--- src/rtl/vc_arb_pkg.sv ---
// Shared definitions for the VC read arbiter: FSM encoding, default sizes and VC ids.
package vc_arb_pkg;

    typedef enum logic [1:0] {
        ST_RESET  = 2'd0,
        ST_INIT   = 2'd1,
        ST_IDLE   = 2'd2,
        ST_ACTIVE = 2'd3
    } arb_state_e;

    localparam int unsigned BW_DEFAULT    = 6;
    localparam int unsigned BURST_DEFAULT = 4;

    localparam logic VC0_ID = 1'b0;
    localparam logic VC1_ID = 1'b1;

endpackage

--- src/rtl/vc_burst_counter.sv ---
// Anti-starvation counter: counts VC0 pops while VC1 waits and flags when VC1 must be served.
module vc_burst_counter #(
    parameter int unsigned BURST = 4
) (
    input  logic clk,
    input  logic reset_L,
    input  logic vc0_pop_i,
    input  logic vc1_pop_i,
    input  logic vc1_empty_i,
    output logic force_vc1_o
);

    localparam int unsigned CW = $clog2(BURST + 1);

    logic [CW-1:0] cnt_q, cnt_d;
    logic          at_burst_q;

    always_comb begin
        cnt_d = cnt_q;
        if (vc1_empty_i || vc1_pop_i) begin
            cnt_d = '0;
        end else if (vc0_pop_i) begin
            cnt_d = cnt_q + CW'(1);
        end
    end

    // Compare registered alongside the count so the grant flag is a clean flop.
    always_ff @(posedge clk or negedge reset_L) begin
        if (!reset_L) begin
            cnt_q      <= '0;
            at_burst_q <= 1'b0;
        end else begin
            cnt_q      <= cnt_d;
            at_burst_q <= (cnt_d == CW'(BURST));
        end
    end

    assign force_vc1_o = at_burst_q;

endmodule

--- src/rtl/vc_read_arbiter.sv ---
// Drain-side arbiter for VC0/VC1 FIFOs with a two-stage capture pipeline.
// Optional anti-starvation guard enabled by defining VC_STARVE_GUARD_EN.
module vc_read_arbiter
    import vc_arb_pkg::*;
#(
    parameter int unsigned BW    = BW_DEFAULT,
    parameter int unsigned BURST = BURST_DEFAULT
) (
    input  logic          clk,
    input  logic          reset_L,
    input  logic          vc0_empty,
    input  logic          vc1_empty,
    input  logic [BW-1:0] vc0_data,
    input  logic [BW-1:0] vc1_data,
    input  logic          dest_pause,
    output logic          vc0_rd,
    output logic          vc1_rd,
    output logic [BW-1:0] data_out,
    output logic          valid_out,
    output logic          vc_id_out,
    output logic [1:0]    state
);

    arb_state_e    state_q, state_d;
    logic          iss1_q;
    logic          id1_q;
    logic          valid_q;
    logic          vc_id_q;
    logic [BW-1:0] data_q;

    logic pop_ok, pop_en, take0, take1, force_vc1;

`ifdef VC_STARVE_GUARD_EN
    vc_burst_counter #(
        .BURST(BURST)
    ) u_burst (
        .clk        (clk),
        .reset_L    (reset_L),
        .vc0_pop_i  (vc0_rd),
        .vc1_pop_i  (vc1_rd),
        .vc1_empty_i(vc1_empty),
        .force_vc1_o(force_vc1)
    );
`else
    // BURST has no effect without the guard.
    assign force_vc1 = 1'b0 & (BURST != 0);
`endif

    assign pop_ok = !dest_pause && (!vc0_empty || !vc1_empty);
    assign pop_en = (state_q == ST_ACTIVE) && !dest_pause;

    // VC0 wins unless it is empty or the guard has granted VC1 a turn.
    assign take1  = !vc1_empty && (vc0_empty || force_vc1);
    assign take0  = !vc0_empty && !take1;
    assign vc0_rd = pop_en && take0;
    assign vc1_rd = pop_en && take1;

    always_comb begin
        state_d = state_q;
        case (state_q)
            ST_RESET:  state_d = ST_INIT;
            ST_INIT:   state_d = ST_IDLE;
            ST_IDLE,
            ST_ACTIVE: state_d = pop_ok ? ST_ACTIVE : ST_IDLE;
            default:   state_d = ST_RESET;
        endcase
    end

    // Stage 1 tracks the strobe; stage 2 captures the FIFO word returned one cycle later.
    always_ff @(posedge clk or negedge reset_L) begin
        if (!reset_L) begin
            state_q <= ST_RESET;
            iss1_q  <= 1'b0;
            id1_q   <= VC0_ID;
            valid_q <= 1'b0;
            vc_id_q <= VC0_ID;
            data_q  <= '0;
        end else begin
            state_q <= state_d;
            iss1_q  <= vc0_rd || vc1_rd;
            id1_q   <= vc1_rd ? VC1_ID : VC0_ID;
            valid_q <= iss1_q;
            if (iss1_q) begin
                data_q  <= (id1_q == VC1_ID) ? vc1_data : vc0_data;
                vc_id_q <= id1_q;
            end
        end
    end

    assign data_out  = data_q;
    assign valid_out = valid_q;
    assign vc_id_out = vc_id_q;
    assign state     = 2'(state_q);

endmodule

--- config.mk ---
export PLATFORM = sky130hd
export DESIGN_NAME = vc_read_arbiter
export DESIGN_NICKNAME = d
export VERILOG_FILES = /design/src/rtl/vc_arb_pkg.sv /design/src/rtl/vc_burst_counter.sv /design/src/rtl/vc_read_arbiter.sv
export SDC_FILE = /design/constraint.sdc
export NUM_CORES = 1
export LEC_CHECK = 0
export BUFFER_PORTS_ARGS = -buffer_cell sky130_fd_sc_hd__buf_2
export CAP_MARGIN = 20
export CORE_AREA = 2 2 39 41
export CTS_BUF_LIST = sky130_fd_sc_hd__clkbuf_16
export DETAILED_ROUTE_END_ITERATION = 6
export DIE_AREA = 0 0 41 43
export PLACE_DENSITY = 0.73
export SETUP_SLACK_MARGIN = 0.4
export SLEW_MARGIN = 30
export SYNTH_ARGS = -nofsm -noshare
export SYNTH_HDL_FRONTEND = slang
export SYNTH_HIERARCHICAL = 1
export SYNTH_SLANG_ARGS = --single-unit
--- constraint.sdc ---
create_clock -name clk -period 2.87 [get_ports clk]
set_clock_uncertainty 0.15 [all_clocks]
set_input_delay 0.4305 -clock clk [delete_from_list [all_inputs] [get_ports clk]]
set_output_delay 0.4305 -clock clk [all_outputs]
set_load 0.01 [all_outputs]
==> impl_metrics.py <==
metrics = {
    "critical_path": {
        "arrival_ps": 1160,
        "critPathCaptureType": "output port",
        "worst_setup_path_start_kind": "flop",
        "crit_type": "flop to output port",
        "r2r_slack_ps": 1640,
        "critPathMaxFanout": 4,
        "critPathRequiredTime_ps": 2290,
    },
    "sta": {
        "slew_viol_final": 0,
        "setup_ws_ps": 1130,
        "hold_viol_final": 0,
        "fmax_mhz": 574,
        "fin_crit_ps": 1740,
        "hold-worst-slack_ps": 210,
        "maxSlewHeadroom": 0.724,
        "setup_viol": 0,
        "finalSetupTns_ps": 0,
        "period_share": 0.607,
        "worstMarginPinSlew_ps": 414,
        "rsz0062_at_grt": "false",
    },
    "cells_and_area": {
        "nets": 90,
        "drive_above_1_share": 0.458,
        "layout.cells.non_filler": 88,
        "finalInstanceArea_um2": 719,
        "antenna_cells": 0,
        "syn2layout_area_growth_pct": 47.1,
    },
    "floorplan": {
        "die_w_um": 41,
        "start_util": 0.354,
        "die_h_um": 43,
        "dieArea_um2": 1760,
        "fp.coreArea_um2": 1380,
        "num_rows": 14,
        "io_pins": 29,
    },
    "logic_synthesis": {
        "syn_avg_cell_area_um2": 11.9,
        "synth-edff-count": 0,
        "ys_seq_elements": 12,
        "async_flop_share": 1.00,
        "ys_seq_area_frac": 0.614,
        "synth_nets": 58,
        "netlist_instances": 41,
        "ys_types": 13,
        "synth-main-ff-cell": "dfrtp_1",
        "yosys_warnings": 6,
        "netlist_area_um2": 489,
    },
    "route": {
        "wl_met3_um": 76,
        "wl_mm": 1.05,
        "top_layer": "met4",
        "wl_met1_um": 377,
        "vias_per_cell": 4.74,
        "met2WireLength_um": 572,
        "drtIter0Drc": 5,
        "drc": 0,
        "wl_per_cell_um": 12.0,
        "ant_nets": 0,
        "via_count": 417,
        "drtPass1Iterations": 4,
    },
    "cts": {
        "cts_setup_buffers": 0,
        "clk_latency_ps": 240,
        "cts_buffer_depth": 2,
        "cts_num_sinks": 12,
        "ctsResizeCount": 0,
        "cts_tree": "yes",
        "root_buffer": "clkbuf_16",
        "clkTransAtPathRegs_ps": 40,
        "hold_buffers": 1,
        "cts_buffers": 3,
        "cts_htree_levels": 1,
    },
    "placed_design": {
        "place_area_um2": 631,
        "port_buffers": 28,
        "dpl.cell_count": 83,
        "dpl_worst_slack_ps": 1150,
        "routabilityCongestion": 0.593,
    },
    "power": {
        "pwr-share-seq": 0.387,
        "p_leak_uw": 0.000352,
        "swShare": 0.223,
        "pwr-share-clk": 0.488,
        "pwr_density_cell_nw_per_um2": 722,
        "p_int_uw": 404,
        "p_switching_uw": 116,
        "power_frac_comb": 0.125,
        "ir_worst_vdd_mv": 0.384,
    },
    "global_routing": {
        "grt_pass1_wl_mm": 1.63,
        "grt_max_degree": 15,
        "antenna_found_initial": 0,
        "grt_usage": 0.151,
        "overflow": 0,
        "grt_pass1_vias": 416,
    },
    "worst_hold_path": {
        "hold_class": "input pin to flop",
    },
    "outcome": {
        "status": "finished clean",
    },
    "job": {
        "max_cap_viol_count": 0,
    },
}
==> area by class of cell <==
class	count	area, um2
clock inverters	1	3.75
multi-input cells	27	170
well taps	16	20.0
fillers	136	664
repair buffers	29	150
flip-flops and latches	12	300
clock buffers	3	75.1
==> sequential cells by signal, summed over array words and instances (netlist names) <==
signal     flops
iss1_q         1
data_out       6
vc_id_out      1
id1_q          1
state          2
valid_out      1
==> metal layers <==
metal,GRT usage,vias to the layer above
li1,-,202
met1,0.132,191
met2,0.247,20
met3,0.0785,4
met4,0.100,0
met5,0,-
==> path summary, 6_finish.rpt <==
| path | from | endpoint | cells past startpoint |
|---|---|---|---|
| max | state[1] | vc1_rd | 3 |
| min | vc1_empty | id1_q | 2 |
| max reg2reg | iss1_q | vc_id_out | 1 |
| min reg2reg | vc_id_out | vc_id_out | 1 |
| max in group asynchronous | reset_L | data_out[3] | 2 |
| min in group asynchronous | reset_L | vc_id_out | 2 |
==> critical path, cell delays in order, from the launching register on <==
cell,delay [ps]
dfrtp_1,370
nand3b_1,130
nor3b_1,250
buf_2,170
==> cell usage after synthesis, types with 6 or more instances <==
library cell  number  area share
nor2_1             8       0.061
a21oi_1            6       0.061
mux2i_1            6        0.12
dfrtp_1           12        0.61
==> cells in the final DEF (no fill, tap or decap), types with 3 or more instances in the layout <==
cell and count:
mux2i_1 6, clkbuf_16 3, buf_2 28, nor2_1 8
a21oi_1 6, dfrtp_1 12
==> logic make-up (layout without fill, tap and decap cells) <==
family                 Yosys count  count (layout)  synth area share
AO/OA/AOI/OAI                    7               7            0.0716
flip-flops                      12              12             0.614
AND/OR/NAND/NOR                 13              13             0.130
multiplexers                     7               7             0.146
buffers and inverters            2              33            0.0384
==> power by group through the flow <==
stage	clock [uW]	combinational [uW]	sequential, uW
after floorplan	0	23.0	209
after global placement	0	62.7	202
after detailed placement	0	65.8	203
after CTS	260	66.9	201
after global routing	268	74.1	203
final	253	65.2	201
==> metrics by stage <==
step            util  power [uW]
2_1_floorplan      -         232
3_3_place_gp   0.456         265
3_5_place_dp   0.456         269
4_1_cts        0.520         528
5_1_grt        0.520         545
6_report       0.520         520
No activity file was read; power rests on OpenSTA's default activity.
